`src/rtl/seq_alu.sv`:
```
// rtl/seq_alu.sv - sequential ALU with handshake, conditional writeback and iterative multiplier
//
// Purpose: accepts one operation per request (ADD, SUB, NAND, XOR, MUL), computes
// the result (single cycle, or WIDTH shift-add cycles for MUL), gates writeback on
// the flags captured at acceptance and optionally updates the carry/zero flags.
//
// Ports:
//   clk        rising-edge clock
//   reset      synchronous, active-high reset
//   in_valid   request present            in_ready  block idle and able to accept
//   a, b       operands (WIDTH bits)      op        000 ADD, 001 SUB, 010 NAND, 011 XOR, 100 MUL
//   flag_ctl   [3] cond_c [2] cond_z [1] set_z [0] set_c
//   out_valid  result present             out_ready consumer accepts the result
//   result     operation result           write_en  writeback permission for result
//   carry      carry flag register        zero      zero flag register

module seq_alu #(
  parameter int WIDTH  = 16,
  parameter int MUL_EN = 1
) (
  input  logic             clk,
  input  logic             reset,
  input  logic             in_valid,
  output logic             in_ready,
  input  logic [WIDTH-1:0] a,
  input  logic [WIDTH-1:0] b,
  input  logic [2:0]       op,
  input  logic [3:0]       flag_ctl,
  output logic             out_valid,
  input  logic             out_ready,
  output logic [WIDTH-1:0] result,
  output logic             write_en,
  output logic             carry,
  output logic             zero
);

  typedef enum logic [1:0] {IDLE, BUSY, DONE} state_t;

  localparam int CW = $clog2(WIDTH);
  localparam logic [CW-1:0] LAST_STEP = CW'(WIDTH - 1);

  state_t             state;
  logic [CW-1:0]      cnt;
  logic [WIDTH-1:0]   a_q;       // multiplicand
  logic [2*WIDTH-1:0] prod;      // {partial high half, remaining multiplier bits}
  logic [3:0]         ctl_q;
  logic               c_acc;     // carry at acceptance
  logic               z_acc;     // zero at acceptance

  // Single-cycle ops return {carry_new, result}. MUL never reaches here when
  // enabled; with MUL_EN=0 it falls into the ADD default.
  function automatic logic [WIDTH:0] fast_op(input logic [2:0] f_op,
                                             input logic [WIDTH-1:0] x,
                                             input logic [WIDTH-1:0] y);
    logic [WIDTH:0] r;
    case (f_op)
      3'b001:  r = {x < y, x - y};
      3'b010:  r = {1'b0, ~(x & y)};
      3'b011:  r = {1'b0, x ^ y};
      default: r = {1'b0, x} + {1'b0, y};
    endcase
    return r;
  endfunction

  function automatic logic we_calc(input logic [3:0] ctl, input logic c, input logic z);
    return !((ctl[3] && !c) || (ctl[2] && !z));
  endfunction

  logic               is_mul;
  logic [WIDTH:0]     fast;
  logic               fast_we;
  logic               fast_zero;
  logic [WIDTH:0]     acc_add;
  logic [2*WIDTH-1:0] prod_next;
  logic [WIDTH-1:0]   mul_res;
  logic               mul_carry;
  logic               mul_we;

  always_comb begin
    is_mul    = (MUL_EN != 0) && (op == 3'b100);
    fast      = fast_op(op, a, b);
    fast_we   = we_calc(flag_ctl, carry, zero);
    fast_zero = (fast[WIDTH-1:0] == '0);
    // One shift-add step: add the multiplicand into the high half when the
    // current multiplier bit is set, then shift the whole product right.
    acc_add   = {1'b0, prod[2*WIDTH-1:WIDTH]} + (prod[0] ? {1'b0, a_q} : '0);
    prod_next = {acc_add, prod[WIDTH-1:1]};
    mul_res   = prod_next[WIDTH-1:0];
    mul_carry = |prod_next[2*WIDTH-1:WIDTH];
    mul_we    = we_calc(ctl_q, c_acc, z_acc);
  end

  assign in_ready  = (state == IDLE) && !reset;
  assign out_valid = (state == DONE) && !reset;

  always_ff @(posedge clk) begin
    if (reset) begin
      state    <= IDLE;
      cnt      <= '0;
      carry    <= 1'b0;
      zero     <= 1'b0;
      result   <= '0;
      write_en <= 1'b0;
      a_q      <= '0;
      prod     <= '0;
      ctl_q    <= '0;
      c_acc    <= 1'b0;
      z_acc    <= 1'b0;
    end else begin
      case (state)
        IDLE: begin
          if (in_valid) begin
            a_q   <= a;
            prod  <= {{WIDTH{1'b0}}, b};
            ctl_q <= flag_ctl;
            c_acc <= carry;
            z_acc <= zero;
            cnt   <= '0;
            if (is_mul) begin
              state <= BUSY;
            end else begin
              state    <= DONE;
              result   <= fast[WIDTH-1:0];
              write_en <= fast_we;
              if (fast_we && flag_ctl[0]) carry <= fast[WIDTH];
              if (fast_we && flag_ctl[1]) zero  <= fast_zero;
            end
          end
        end
        BUSY: begin
          prod <= prod_next;
          cnt  <= cnt + 1'b1;
          if (cnt == LAST_STEP) begin
            state    <= DONE;
            result   <= mul_res;
            write_en <= mul_we;
            if (mul_we && ctl_q[0]) carry <= mul_carry;
            if (mul_we && ctl_q[1]) zero  <= (mul_res == '0);
          end
        end
        DONE: begin
          if (out_ready) state <= IDLE;
        end
        default: state <= IDLE;
      endcase
    end
  end

endmodule

```
`config.mk`:
```
export PLATFORM = sky130hd
export DESIGN_NAME = seq_alu
export DESIGN_NICKNAME = d
export VERILOG_FILES = /design/src/rtl/seq_alu.sv
export SDC_FILE = /design/constraint.sdc
export NUM_CORES = 1
export LEC_CHECK = 0
export CAP_MARGIN = 20
export CORE_MARGIN = 2
export CORE_UTILIZATION = 60
export DETAILED_ROUTE_END_ITERATION = 8
export PLACE_DENSITY = 0.84
export SKIP_LAST_GASP = 1
export SLEW_MARGIN = 10
export SYNTH_ARGS = -nofsm -noshare
export SYNTH_HDL_FRONTEND = slang
export SYNTH_SLANG_ARGS = --single-unit
```
`constraint.sdc`:
```
create_clock -name clk -period 8.7 [get_ports clk]
set_input_delay 2.175 -clock clk [delete_from_list [all_inputs] [get_ports clk]]
set_output_delay 2.175 -clock clk [all_outputs]
set_load 0.05 [all_outputs]
```
==> out/metrics.cfg, run 1 <==
[yosys]
synth_most_common_cell=nand2_1
syn_inst=840
synthSimpleGateAreaFrac=0.246
yosys-top-cells-count=nand2_1, a21oi_1, dfxtp_1
synth-adder-area-share=0.112
seq_area_frac_synth=0.258
synth_top_cell_by_area=dfxtp_1
synth_fp_nets=936
synth-edff-count=0
ys_ff_latch=79
synth_top_area_share=0.258
synth_xor_area_frac=0.0258
ys_types=68
ys_top_cells_by_area=dfxtp_1, ha_1, nand2_1
syn_area_per_cell_um2=7.28
synth_area_um2=6120
async_reset_ff_frac=0
muxShareOfSynthArea=0.00654
ys.flop_type=dfxtp_1
ys_warn_count=0
synth_top_family_by_area=compound AO/OA/AOI/OAI gates
synth_compound_area_frac=0.290

[sta]
tightest_slew_ns=0.914
holdWs_ns=0.454
fin_ws_ns=2.72
setup_viol=0
fin_crit_sh=0.687
fin_tns_setup_ns=0
max_freq_mhz=167
finalClockSkew_ns=0.0150
rsz0062_at_grt=no
max-slew-margin-rel=0.389
slew_viol_final=0
min_period_ns=5.98
hold_viol=0

[clocking]
cts_resized=0
holdBufCountCts=0
postCtsSetupBuffers=0
cts.sink_count=79
clk_latency_ns=0.36
cts.clk_slew.worst_paths_ns=0.08
htreeDepth=3
cts.path.max_buffers=2
clockRootBuffer=clkbuf_8
cts_tree=built
cts_made_buffers=9

[die]
rows=36
die_w_um=105
die_y_um=105
initial_core_util=0.623
io-pin-count=64
die_area_um2=11000
core-area_um2=9820

[layout]
drive_above_1_share=0.0491
antenna_cells=0
area_growth_pct=14.0
final_util=0.711
finalNonFillerCells=1009
layout.nets=967

[route]
drc_errors=0
wl_per_cell_um=19.0
drt-initial-drc-count=707
via_count=6580
first_pass_iters=6
drt-total-wl_mm=19.2
postRouteAntennaNets=0
viasPerCell=6.52

[placed_design]
io_buffers=63
hpwl_mm=14.1
post-place-ws_ns=2.44
dp_cells=993
place.gp.congestion=0.966

[worst_setup_path]
cp_top_family=simple AND/OR/NAND/NOR gates
crit_arrival_ns=6.24
critPathMaxFanout=26
criticalPathCategory=primary input to flop
worst_setup_path_start_kind=primary input
cpMostUsedCell=or4_1
critical_path.slowest_cell=clkdlybuf4s50_1
startpoint=op[0]
cp_num_buf_inv=1
worst_setup_path_end_kind=flop
worstReg2RegStart=prod[0]
slowest_delay_ns=1.07
cp_cell_sequence=clkdlybuf4s50_1 > nor2_1 > and2_1 > o22ai_4 > nand2_1 > or4_1 > or4_1 > or4_1 > o41ai_2
required_ns=8.96

[power]
leakage_nw=2.87
power_density_nw_per_um2=150
ir_worst_vdd_v=0.000116

[min_path]
hold_path_class=flop to flop
min_from=a_q[8]

[global_routing]
grt_pass1_vias=6130
track_usage=0.355
grt_max_degree=59
grt-ovfl-total=0
grt_pass1_wl_mm=31.6
antenna_found_initial=0

[job]
max-cap-violations=0

[status]
outcome=complete, no violations

## final cells by class
class,instances,area (µm²)
inverters,47,176
clock inverters,6,75.1
repair buffers,70,678
flip-flops and latches,79,1580
clock buffers,10,138
fillers,829,2840
multi-input cells,664,4160
well taps,133,166
## power by group
part | total [mW] | leakage, nW | internal (mW) | switching (mW)
sequential | 0.406 | 0.645 | 0.385 | 0.0204
combinational | 0.341 | 2.12 | 0.125 | 0.216
clock | 0.297 | 0.105 | 0.145 | 0.152
## layer usage
layer	up-vias	wire (µm)	track usage
met1	3046	8080	0.488
met5	-	0	0
met3	52	2060	0.0730
met2	409	8510	0.550
li1	3073	-	-
met4	0	563	0.126
## sequential cells by signal (all words and copies together), names as in the netlist
signal,cells
prod,32
a_q,16
result,16
cnt,4
ctl_q,4
state,2
c_acc,1
carry,1
write_en,1
z_acc,1
zero,1
## stage by stage
stage | power, mW | cell area [µm²]
after floorplan | 0.637 | 6120
after global placement | 0.738 | 6760
after detailed placement | 0.745 | 6770
after CTS | 1.04 | 6980
after global routing | 1.09 | 6980
final | 1.04 | 6980
## cells in the final DEF (no fill, tap or decap), types with 11 or more instances in the layout
cell / n
xnor2_1: 11
dfxtp_1: 79
nor3_1: 19
and2_1: 19
nand2_1: 125
nor2_1: 75
a21o_1: 17
o21ai_0: 41
inv_1: 47
ha_1: 50
a31oi_1: 16
nand3_1: 21
a22oi_1: 11
clkdlybuf4s50_1: 62
a21oi_1: 83
## tightest hold or removal path: stages (launching register included)
cell and delay (ns):
dfxtp_1 0.31, nand2_1 0.05, a21oi_1 0.05
## final timing paths
kind | to | slack (ns) | cells after the start
setup / recovery | zero | 2.72 | 9
hold / removal | a_q[8] | 0.45 | 2
setup reg to reg | carry | 4.94 | 12
hold reg to reg | a_q[8] | 0.45 | 2
## cell families after synthesis
| kind of cell | after synthesis |
|---|---|
| and+or+nand+nor | 323 |
| muxes | 4 |
| DFF | 79 |
| buffers and inverters | 97 |
| xor gates and xnor gates | 18 |
| AOI/OAI and AO/OA | 266 |
| adders and majority gates | 53 |
(Power assumes the default switching activity.)
==> run 2, diff against run 1 <==
--- a/config.mk
+++ b/config.mk
@@ -7,9 +7,9 @@
 export LEC_CHECK = 0
 export CAP_MARGIN = 20
 export CORE_MARGIN = 2
-export CORE_UTILIZATION = 60
+export CORE_UTILIZATION = 58
 export DETAILED_ROUTE_END_ITERATION = 8
-export PLACE_DENSITY = 0.84
+export PLACE_DENSITY = 0.81
 export SKIP_LAST_GASP = 1
 export SLEW_MARGIN = 10
 export SYNTH_ARGS = -nofsm -noshare
==> constraint.sdc (replaced) <==
create_clock -name clk -period 6.3 [get_ports clk]
set_input_delay 1.575 -clock clk [delete_from_list [all_inputs] [get_ports clk]]
set_output_delay 1.575 -clock clk [all_outputs]
set_load 0.05 [all_outputs]
==> out/metrics.cfg, run 2 (same netlist as run 1, synthesis figures left out) <==
[clocking]
cts_made_buffers=9  ; unchanged
cts_tree=built  ; unchanged
postCtsSetupBuffers=0  ; unchanged
clockRootBuffer=clkbuf_8  ; unchanged
cts.path.max_buffers=2  ; unchanged
cts_resized=0  ; unchanged
cts.sink_count=79  ; unchanged
cts.clk_slew.worst_paths_ns=0.09  ; was 0.08 ns
holdBufCountCts=0  ; unchanged
clk_latency_ns=0.37  ; was 0.36 ns
htreeDepth=3  ; unchanged

[route]
drt-total-wl_mm=19.2  ; about the same
first_pass_iters=5  ; was 6
wl_per_cell_um=18.9  ; was 19.0 µm
drt-initial-drc-count=705  ; was 707
postRouteAntennaNets=0  ; unchanged
viasPerCell=6.36  ; was 6.52
via_count=6444  ; was 6580
drc_errors=0  ; unchanged

[sta]
fin_ws_ns=1.39  ; was 2.72 ns
holdWs_ns=0.456  ; was 0.454 ns
tightest_slew_ns=0.913  ; was 0.914 ns
setup_viol=0  ; unchanged
fin_crit_sh=0.779
max-slew-margin-rel=0.389  ; about the same
finalClockSkew_ns=0.00964  ; was 0.0150 ns
hold_viol=0  ; unchanged
max_freq_mhz=204
slew_viol_final=0  ; unchanged
rsz0062_at_grt=no  ; unchanged
fin_tns_setup_ns=0  ; unchanged
min_period_ns=4.91

[die]
core-area_um2=10300  ; was 9820 µm²
die_area_um2=11400  ; was 11000 µm²
die_y_um=107  ; was 105 µm
initial_core_util=0.595  ; was 0.623
io-pin-count=64  ; unchanged
die_w_um=107  ; was 105 µm
rows=37  ; was 36

[worst_setup_path]
crit_arrival_ns=5.18  ; was 6.24 ns
worst_setup_path_start_kind=primary input  ; unchanged
cpMostUsedCell=or4_1  ; unchanged
worstReg2RegStart=prod[0]  ; unchanged
cp_top_family=simple AND/OR/NAND/NOR gates  ; unchanged
slowest_delay_ns=0.52  ; was 1.07 ns
cp_cell_sequence=clkdlybuf4s50_1 > inv_1 > ha_1 > and2b_1 > nor3_1 > xor2_1 > nand2_1 > o221ai_1 > or4_1 > or4_1 > or4_1 > o41ai_2  ; was clkdlybuf4s50_1 > nor2_1 > and2_1 > o22ai_4 > nand2_1 > or4_1 > or4_1 > or4_1 > o41ai_2
criticalPathCategory=primary input to flop  ; unchanged
required_ns=6.57  ; was 8.96 ns
cp_num_buf_inv=2  ; was 1
startpoint=b[2]  ; was op[0]
worst_setup_path_end_kind=flop  ; unchanged
critPathMaxFanout=8  ; was 26
critical_path.slowest_cell=clkdlybuf4s50_1  ; unchanged

[placed_design]
post-place-ws_ns=1.04  ; was 2.44 ns
dpl_cell_area_um2=6780  ; was 6770 µm²
place.gp.congestion=0.956  ; was 0.966
io_buffers=63  ; unchanged
hpwl_mm=14.2  ; was 14.1 mm

[global_routing]
grt_max_degree=47  ; was 59
track_usage=0.333  ; was 0.355
grt-ovfl-total=0  ; unchanged
antenna_found_initial=0  ; unchanged
grt_pass1_vias=5966  ; was 6130
grt_pass1_wl_mm=29.9  ; was 31.6 mm

[power]
power_density_nw_per_um2=208  ; was 150 nW/µm²
power_mw=1.45  ; was 1.04 mW
clock_power_share=0.289  ; was 0.284
swShare=0.376  ; was 0.372
p_int_uw=907  ; was 655 µW
p_sw_uw=547  ; was 388 µW
leakage_nw=2.88  ; was 2.87 nW
pwr-share-seq=0.385  ; was 0.389
ir_worst_vdd_v=0.000151  ; was 0.000116 V
combPwrFrac=0.326  ; was 0.327

[layout]
largest-register=prod  ; unchanged
area_growth_pct=14.4  ; was 14.0%
reg_top3=prod: 32 flops, a_q: 16 flops, result: 16 flops  ; unchanged
layout_common_cells=nand2_1, a21oi_1, dfxtp_1, nor2_1, clkdlybuf4s50_1  ; unchanged
final_area_um2=7000  ; was 6980 µm²
antenna_cells=0  ; unchanged
layout_commonest_cell=nand2_1  ; unchanged
layout.nets=969  ; was 967
drive_above_1_share=0.0513  ; was 0.0491
largest_reg_flops=32  ; unchanged

[job]
max-cap-violations=0  ; unchanged

[min_path]
min_from=result[10]  ; was a_q[8]
hold_path_class=flop to flop  ; unchanged

[status]
outcome=complete, no violations  ; unchanged

-- run 2: changes by cell type in the layout (fill, tap and decap cells not counted), sizes merged --
cell	previous run	this run
buf	8	10
-- run 2: power groups by stage --
stage                     logic [mW]  clock network, mW  registers [mW]
final                          0.474              0.420           0.560
after global routing           0.510              0.441           0.564
after CTS                      0.463              0.422           0.559
after detailed placement       0.461                  0           0.571
after global placement         0.456                  0           0.569
after floorplan                0.278                  0           0.602
-- run 2: worst reg2reg max path: cells and delay by family (launching register included) --
family	cells	cell delay (ns)
AO/OA/AOI/OAI	4	0.65
AND/OR/NAND/NOR	5	1.69
adder cells (fa/ha/maj)	2	0.63
flip-flops	1	0.79
buffers and inverters	1	0.07
-- run 2: metal layers --
layer	global-route usage	routed length, µm	up-vias	part of all wire
met5	0	0	-	0
met2	0.561	9180	299	0.48
met3	0.0419	1310	52	0.068
li1	-	-	3075	-
met1	0.423	7940	3018	0.41
met4	0.157	732	0	0.038
-- run 2: area by class of cell --
class                           instances  area, µm²
Clock buffer                           10        138
Timing Repair Buffer                   72        697
Clock inverter                          6       75.1
Sequential cell                        79       1580
Multi-Input combinational cell        664       4160
Fill cell                             890       3280
Tap cell                              136        170
Inverter                               47        176
-- run 2: worst paths after layout --
kind,endpoint,slack [ns],cells after the start
min,result[10],0.46,2
max,zero,1.39,12
max reg2reg,carry,2.33,12
min reg2reg,result[10],0.46,2
-- run 2: metrics by stage --
stage,utilization,std cells
global route,0.681,1014
floorplan,-,840
finish,0.681,1014
detailed placement,0.659,997
CTS,0.680,1013
global placement,0.659,997
